## config.mk

```make
export PLATFORM = sky130hd
export DESIGN_NAME = mul_sequencer
export DESIGN_NICKNAME = d
export VERILOG_FILES = /design/src/rtl/mul_seq_pkg.sv /design/src/rtl/mul_sequencer.sv
export SDC_FILE = /design/constraint.sdc
export NUM_CORES = 1
export LEC_CHECK = 0
export CORE_ASPECT_RATIO = 1.2
export CORE_UTILIZATION = 44
export DETAILED_ROUTE_END_ITERATION = 8
export GPL_TIMING_DRIVEN = 0
export PLACE_DENSITY_LB_ADDON = 0.2
export SYNTH_ARGS = -nofsm -noshare
export SYNTH_HDL_FRONTEND = slang
export SYNTH_SLANG_ARGS = --single-unit
```

## constraint.sdc

```tcl
create_clock -name clk -period 2.9 [get_ports clk]
set_input_delay 0.58 -clock clk [delete_from_list [all_inputs] [get_ports clk]]
set_output_delay 0.58 -clock clk [all_outputs]
set_load 0.05 [all_outputs]
```

## src/rtl/mul_seq_pkg.sv

```systemverilog
// Shared definitions for the multiply sequencer: state encoding, datapath widths
// and the 32-bit representability check on the 64-bit product.
package mul_seq_pkg;

  localparam int MUL_W  = 32;
  localparam int PROD_W = 64;
  localparam int CNT_W  = 4;

  typedef enum logic [2:0] {
    ST_IDLE    = 3'd0,
    ST_SETTLE  = 3'd1,
    ST_CAPTURE = 3'd2,
    ST_WR_LO   = 3'd3,
    ST_WR_HI   = 3'd4
  } state_e;

  // High half must be a pure sign extension of bit 31 for the product to fit.
  function automatic logic prod_ovf(input logic [PROD_W-1:0] p);
    return (p[PROD_W-1:MUL_W] != {MUL_W{p[MUL_W-1]}});
  endfunction

endpackage

```

## src/rtl/mul_sequencer.sv

```systemverilog
// Multi-cycle control around an external combinational 32x32 signed multiplier:
// latch operands, wait SETTLE_CYCLES, capture the product, then write LO then HI.
module mul_sequencer
  import mul_seq_pkg::*;
#(
  parameter int SETTLE_CYCLES = 2
) (
  input  logic          clk,
  input  logic          clr_n,
  input  logic          start,
  input  logic          abort,
  input  logic [31:0]   op_a,
  input  logic [31:0]   op_b,
  output logic [31:0]   mul_m,
  output logic [31:0]   mul_q,
  input  logic [63:0]   mul_p,
  output logic [31:0]   lo_out,
  output logic [31:0]   hi_out,
  output logic          lo_we,
  output logic          hi_we,
  output logic          busy,
  output logic          done,
  output logic          ovf
);

  localparam logic [CNT_W-1:0] SETTLE_LD = CNT_W'(SETTLE_CYCLES);

  state_e             r_state;
  state_e             w_next;
  logic               w_accept;
  logic               w_capture;
  logic [CNT_W-1:0]   r_cnt;
  logic [MUL_W-1:0]   r_mul_m;
  logic [MUL_W-1:0]   r_mul_q;
  logic [MUL_W-1:0]   r_lo;
  logic [MUL_W-1:0]   r_hi;
  logic               r_ovf;
  logic               r_busy;
  logic               r_lo_we;
  logic               r_hi_we;
  logic               r_done;

  // State register.
  always_ff @(posedge clk or negedge clr_n) begin
    if (!clr_n) begin
      r_state <= ST_IDLE;
    end else begin
      r_state <= w_next;
    end
  end

  // Next-state decode plus accept/capture qualifiers.
  always_comb begin
    w_next    = r_state;
    w_accept  = 1'b0;
    w_capture = 1'b0;
    case (r_state)
      ST_IDLE: begin
        if (start && !abort) begin
          w_accept = 1'b1;
          w_next   = (SETTLE_LD != {CNT_W{1'b0}}) ? ST_SETTLE : ST_CAPTURE;
        end else begin
          w_next = ST_IDLE;
        end
      end
      ST_SETTLE: begin
        if (abort) begin
          w_next = ST_IDLE;
        end else if (r_cnt <= 4'd1) begin
          w_next = ST_CAPTURE;
        end else begin
          w_next = ST_SETTLE;
        end
      end
      ST_CAPTURE: begin
        if (abort) begin
          w_next = ST_IDLE;
        end else begin
          w_capture = 1'b1;
          w_next    = ST_WR_LO;
        end
      end
      ST_WR_LO: w_next = ST_WR_HI;
      ST_WR_HI: w_next = ST_IDLE;
      default:  w_next = ST_IDLE;
    endcase
  end

  // Settle counter: loaded on accept, counts down while settling.
  always_ff @(posedge clk or negedge clr_n) begin
    if (!clr_n) begin
      r_cnt <= 4'd0;
    end else if (w_accept) begin
      r_cnt <= SETTLE_LD;
    end else if (r_state == ST_SETTLE && !abort && r_cnt != 4'd0) begin
      r_cnt <= r_cnt - 4'd1;
    end else if (r_state != ST_SETTLE || abort) begin
      r_cnt <= 4'd0;
    end else begin
      r_cnt <= r_cnt;
    end
  end

  // Operand and product registers; each holds until its next load event.
  always_ff @(posedge clk or negedge clr_n) begin
    if (!clr_n) begin
      r_mul_m <= 32'd0;
      r_mul_q <= 32'd0;
      r_lo    <= 32'd0;
      r_hi    <= 32'd0;
      r_ovf   <= 1'b0;
    end else begin
      if (w_accept) begin
        r_mul_m <= op_a;
        r_mul_q <= op_b;
      end
      if (w_capture) begin
        r_lo  <= mul_p[MUL_W-1:0];
        r_hi  <= mul_p[PROD_W-1:MUL_W];
        r_ovf <= prod_ovf(mul_p);
      end
    end
  end

  // Status/strobe outputs registered from the next state so they align with it.
  always_ff @(posedge clk or negedge clr_n) begin
    if (!clr_n) begin
      r_busy  <= 1'b0;
      r_lo_we <= 1'b0;
      r_hi_we <= 1'b0;
      r_done  <= 1'b0;
    end else begin
      r_busy  <= (w_next != ST_IDLE);
      r_lo_we <= (w_next == ST_WR_LO);
      r_hi_we <= (w_next == ST_WR_HI);
      r_done  <= (w_next == ST_WR_HI);
    end
  end

  assign mul_m  = r_mul_m;
  assign mul_q  = r_mul_q;
  assign lo_out = r_lo;
  assign hi_out = r_hi;
  assign ovf    = r_ovf;
  assign busy   = r_busy;
  assign lo_we  = r_lo_we;
  assign hi_we  = r_hi_we;
  assign done   = r_done;

endmodule

```

==> impl_metrics.toml, run 1 <==
[clocking]
cts.sinks = 139
hold_buffers = 0
ctsHtreeMaxLevel = 4
cts_buffers = 17
clk_pin_slew_ns = 0.06
cts_resized = 0
cts_setup_buffers = 0
clk_path_buf_depth = 2
cts_tree = "built"
clock-root-buffer = "clkbuf_16"
clkLatencyLatePin_ns = 0.42

[floorplan]
fp.dieH_microns = 125
rows = 44
io_pins = 265
core_region_area_sq_mm = 0.0122
dieWidth_microns = 105
start_util_pct = 45.7
die_area_sq_mm = 0.0131

[detailed_routing]
postRouteAntennaNets = 0
met1_length_microns = 5740
drtIter0Drc = 183
first_pass_iters = 4
drc = 0
wl_met3_microns = 932
route.top_layer_used = "met4"
wire_per_inst_microns = 16.2
dr_wl_met2_microns = 7940
finalWirelength_microns = 15300
via_count = 4575
viasPerCell = 4.87

[yosys]
yosysTopAreaCellShare_pct = 62.3
synth-seq-area-share_pct = 62.3
synth_cells = 483
ys_ff_latch = 139
syn_nets = 618
avgSynthCellArea_sq_um = 11.6
yosysWarnings = 0
synth.distinct_cells = 29
syn-cell-area_sq_mm = 0.00558
ys_top_cells_by_area = "dfrtp_1 62%, nand2_1 13%, mux2_4 7.5%, mux2_2 7.5%, buf_6 1.4%"
yosysTopAreaCell = "dfrtp_1"

[cells_and_area]
mostFrequentLayoutCells = "262 x clkdlybuf4s50_1, 198 x nand2_1, 139 x dfrtp_1"
final_common_cell = "clkdlybuf4s50_1"
multi_input_area_sq_mm = 0.00193
fin_nets = 901
syn_to_final_growth_pct = 62.5
antennaDiodeCount = 0
layout.area.seq_sq_mm = 0.00348
instances_no_fill = 940
drive_gt1_share_pct = 16.2
fin_util_pct = 74.2
fillers = 872

[setup_path]
crit_fanout = 2
crit_arrival_ns = 1.70
critPathTopFamily = "buffers and inverters"
start_kind = "register"
cp_slowest_cell = "clkdlybuf4s50_1"
critPathMaxStageDelay_ns = 0.80
cp_num_cells = 2
path_cells = "buf_4 > clkdlybuf4s50_1"
critPathCaptureType = "output port"
reg2regPathDepth = 5
critPathBufInv = 2
path_class = "reg2out"
required_ns = 2.32

[outcome]
run_status = "complete, no violations"

[power]
swShare_pct = 45.2
pwr-share-clk_pct = 18.5
switchingPower_mw = 5.54
p_int_mw = 6.73
p_per_area_mw_per_mm2 = 1350
leakage_nw = 4.24
power_frac_seq_pct = 27.0
worst_ir_drop_vdd_uv = 912
power_frac_comb_pct = 54.6

[timing]
fin_crit_ns = 2.28
rsz0062_at_grt = "no"
relSlewSlack_pct = 62.2
hold_viol_final = 0
tightest_slew_ns = 0.565
fmax_mhz = 439
finalSetupViolCount = 0
skew_ns = 0.00861
drv_slew = 0
min_period_over_period_pct = 78.5
tns_ns = 0
holdWs_ns = 0.0508

[place]
dp_cells = 908
gp_congestion = 0.781
dpl.hpwl_microns = 11300
port_buffers = 263

[global_routing]
grt-ovfl-total = 0
grt_max_degree = 104
grt_use_total_pct = 24.4
grt_antenna_before_repair = 0
grt_pass1_wl_microns = 24300
grt_pass1_vias = 4858

[run]
max-cap-violations = 0

[min_path]
hold_path_class = "in2async"
path summary, 6_finish.rpt:
| kind | startpoint | endpoint | slack (ns) |
|---|---|---|---|
| max in group asynchronous | clr_n | hi_out[28]$_DFFE_PN0N_ | 2.03 |
| hold reg to reg | lo_out[0]$_DFFE_PN0N_ | lo_out[0]$_DFFE_PN0N_ | 0.47 |
| min in group clk | lo_out[0]$_DFFE_PN0N_ | lo_out[0]$_DFFE_PN0N_ | 0.47 |
| hold / removal | clr_n | mul_m[14]$_DFFE_PN0P_ | 0.05 |
| setup / recovery | done$_DFF_PN0_ | hi_we | 0.62 |
| setup reg to reg | r_state[1]$_DFF_PN0_ | mul_q[21]$_DFFE_PN0P_ | 1.22 |
cell families after synthesis:
group | count (synthesis) | share of synthesized area, %
muxes | 65 | 15.0
and+or+nand+nor | 239 | 17.7
DFF | 139 | 62.3
adders and majority gates | 3 | 0.672
AOI/OAI and AO/OA | 10 | 1.17
buffers and inverters | 27 | 3.18
cells in the mapped netlist:
cell,count
a21oi_1,3
a31o_2,1
a31oi_1,1
buf_2,13
buf_4,2
buf_6,7
clkbuf_1,1
dfrtp_1,139
ha_1,3
inv_1,3
inv_2,1
mux2_2,37
mux2_4,28
nand2_1,198
nand3_1,5
nand3b_1,1
nand4_1,4
nor2_1,7
nor3_1,6
nor3_2,1
nor3b_1,1
nor4_1,4
o211ai_1,1
o21ai_0,2
o22a_1,2
or2_2,1
or3_1,6
or4_1,4
or4b_4,1
through the flow:
stage	power (mW)	worst slack, ns	cell area, sq um
floorplan	7.66	1.25	5580
global placement	9.89	-4.11	8420
detailed placement	10.0	0.642	8450
CTS	12.4	0.586	9070
global route	12.8	0.577	9070
finish	12.3	0.623	9070
cell type report:
cell class,instances,area share [%]
buffer,23,1.79
clock buffer,19,4.99
clock inverter,13,1.90
inverter,4,0.166
multi-input combinational,317,21.2
sequential,139,38.3
tap,161,2.22
timing repair buffer,264,29.3
sequential cells by signal, indices dropped and copies added (netlist names):
name     cells
busy         1
done         1
hi_out      32
lo_out      32
lo_we        1
mul_m       32
mul_q       32
ovf          1
r_cnt        4
r_state      3
worst reg2reg max path: stages (launching register included):
cell      delay [ns]
dfrtp_1         0.40
nor3_2          0.28
nand3b_1        0.18
buf_4           0.23
buf_6           0.18
mux2_4          0.31
power by group through the flow:
stage | sequential, mW | combinational (mW) | clock, mW
after global routing | 3.42 | 6.99 | 2.39
after CTS | 3.31 | 6.75 | 2.31
after global placement | 3.27 | 6.61 | 0
after floorplan | 6.29 | 1.37 | 0
after detailed placement | 3.33 | 6.70 | 0
final | 3.31 | 6.69 | 2.27
per-layer routing:
layer | global-route usage, % | vias up
met4 | 13.7 | 0
met3 | 7.56 | 47
met1 | 26.2 | 2194
met2 | 42.5 | 186
li1 | - | 2148
met5 | 0 | -
Power figures use the tool's default switching activity.
==> inputs of run 2 (changes only) <==
Settings changed: CORE_UTILIZATION 44 to 41.
Clock period 2.9 ns to 2.2 ns, I/O delays scaled along.
==> impl_metrics.toml, run 2 (synthesized netlist as in run 1, its figures left out) <==
[place]
dp_cells = 915
gp_congestion = 0.795
place_ws_ns = 0.104
dpl.hpwl_microns = 11300
port_buffers = 263

[power]
power_frac_seq_pct = 27.9
p_per_area_mw_per_mm2 = 1740
p_int_mw = 8.41
swShare_pct = 46.1
pwr-share-clk_pct = 15.6
switchingPower_mw = 7.20
leakage_nw = 4.20
power_frac_comb_pct = 56.4
worst_ir_drop_vdd_uv = 982

[cells_and_area]
drive_gt1_share_pct = 15.2
syn_to_final_growth_pct = 60.4
fillers = 1066
multi_input_area_sq_mm = 0.00193
final_common_cell = "clkdlybuf4s50_1"
mostFrequentLayoutCells = "261 x clkdlybuf4s50_1, 198 x nand2_1, 139 x dfrtp_1"
fin_nets = 901
antennaDiodeCount = 0
layout.area.seq_sq_mm = 0.00348
instances_no_fill = 942

[setup_path]
critPathBufInv = 1
critPathMaxStageDelay_ns = 0.84
start_kind = "register"
path_class = "reg2out"
path_cells = "clkdlybuf4s50_1"
critPathTopFamily = "buffers and inverters"
crit_arrival_ns = 1.63
critPathCaptureType = "output port"
crit_fanout = 2
required_ns = 1.76
reg2reg_setup_slack_ns = 0.53
cp_slowest_cell = "clkdlybuf4s50_1"

[detailed_routing]
drc = 0
viasPerCell = 4.83
finalWirelength_microns = 15000
postRouteAntennaNets = 0
drtIter0Drc = 150
first_pass_iters = 5
via_count = 4552
wire_per_inst_microns = 15.9

[clocking]
clk_path_buf_depth = 2
cts_buffers = 17
clk_pin_slew_ns = 0.06
ctsHtreeMaxLevel = 4
clkLatencyLatePin_ns = 0.41
cts.sinks = 139
cts_tree = "built"
clock-root-buffer = "clkbuf_16"

[timing]
skew_ns = 0.00771
drv_slew = 0
holdWs_ns = -0.00382
rsz0062_at_grt = "no"
min_period_over_period_pct = 94.1
hold_viol_final = 2
fmax_mhz = 483
fin_crit_ns = 2.07
finalSetupViolCount = 0
relSlewSlack_pct = 62.4
tightest_slew_ns = 0.562
setup_slack_ns = 0.130

[floorplan]
dieWidth_microns = 109
die_area_sq_mm = 0.0141
start_util_pct = 42.2
io_pins = 265
fp.dieH_microns = 130
rows = 46
core_region_area_sq_mm = 0.0132

[global_routing]
grt_use_total_pct = 21.6
grt-ovfl-total = 0
grt_max_degree = 80
grt_pass1_wl_microns = 23100
grt_pass1_vias = 4729
grt_antenna_before_repair = 0

[outcome]
violations = "negative hold slack"
run_status = "complete, but fails checks"

[run]
max-cap-violations = 0

[min_path]
hold_path_class = "in2async"
==> run 2: changes by cell type in the layout (fill, tap and decap cells not counted) <==
cell             previous run  this run
dlymetal6s2s_1              0         1
clkbuf_1                    1         4
clkbuf_8                    2         3
clkinvlp_4                  3         0
clkdlybuf4s50_1           262       261
bufinv_16                   4         0
clkinv_2                    6         4
==> run 2: power groups by stage <==
stage	combinational (mW)	clock (mW)	sequential [mW]
6_report	8.81	2.44	4.36
3_3_place_gp	8.74	0	4.32
5_1_grt	9.24	2.60	4.49
2_1_floorplan	1.81	0	8.29
3_5_place_dp	8.85	0	4.38
4_1_cts	8.89	2.50	4.37
==> run 2: layout make-up <==
type,instances,share of cell area [%]
clock buffer,23,5.34
buffer,23,1.82
timing repair buffer,264,29.7
tap,168,2.35
sequential,139,38.8
clock inverter,4,0.224
multi-input combinational,317,21.5
inverter,4,0.168
==> run 2: metrics by stage <==
step | total power, mW | setup TNS, ns | utilization (%) | instance area [sq um] | hold slack, ns
global route | 16.3 | 0 | 67.6 | 8950 | 0.0274
floorplan | 10.1 | 0 | - | 5580 | 0.144
finish | 15.6 | 0 | 67.6 | 8950 | -0.00382
detailed placement | 13.2 | 0 | 63.9 | 8450 | 0.456
global placement | 13.1 | -644.48 | 63.6 | 8430 | 0.455
CTS | 15.8 | 0 | 67.6 | 8950 | 0.0103
==> run 2: metal layers <==
metal  GRT usage [%]  vias up  share of wire [%]
li1                -     2147                  -
met1            23.1     2196                 37
met2            37.4      171                 53
met3            7.34       38                6.9
met4            11.8        0                3.4
met5               0        -                  0
==> run 2: worst paths after layout <==
path,cells past startpoint,end,start
worst max-delay path,1,mul_q[6],mul_q[6]$_DFFE_PN0P_
worst min-delay path,1,mul_m[15]$_DFFE_PN0P_,clr_n
worst max register to register,5,hi_out[12]$_DFFE_PN0N_,r_state[0]$_DFF_PN0_
worst min register to register,2,hi_out[24]$_DFFE_PN0N_,hi_out[24]$_DFFE_PN0N_
max in group asynchronous,2,lo_out[29]$_DFFE_PN0N_,clr_n
min in group clk,3,lo_out[31]$_DFFE_PN0N_,mul_p[31]
==> run 2: timing repair <==
| action | CTS | global route |
|---|---|---|
| hold endpoints to repair | 0 | 0 |
| hold buffers | 0 | 0 |
| buffers inserted | 0 | 0 |
| endpoints found under the setup margin | 0 | 1 |
| resized for setup | 0 | 1 |
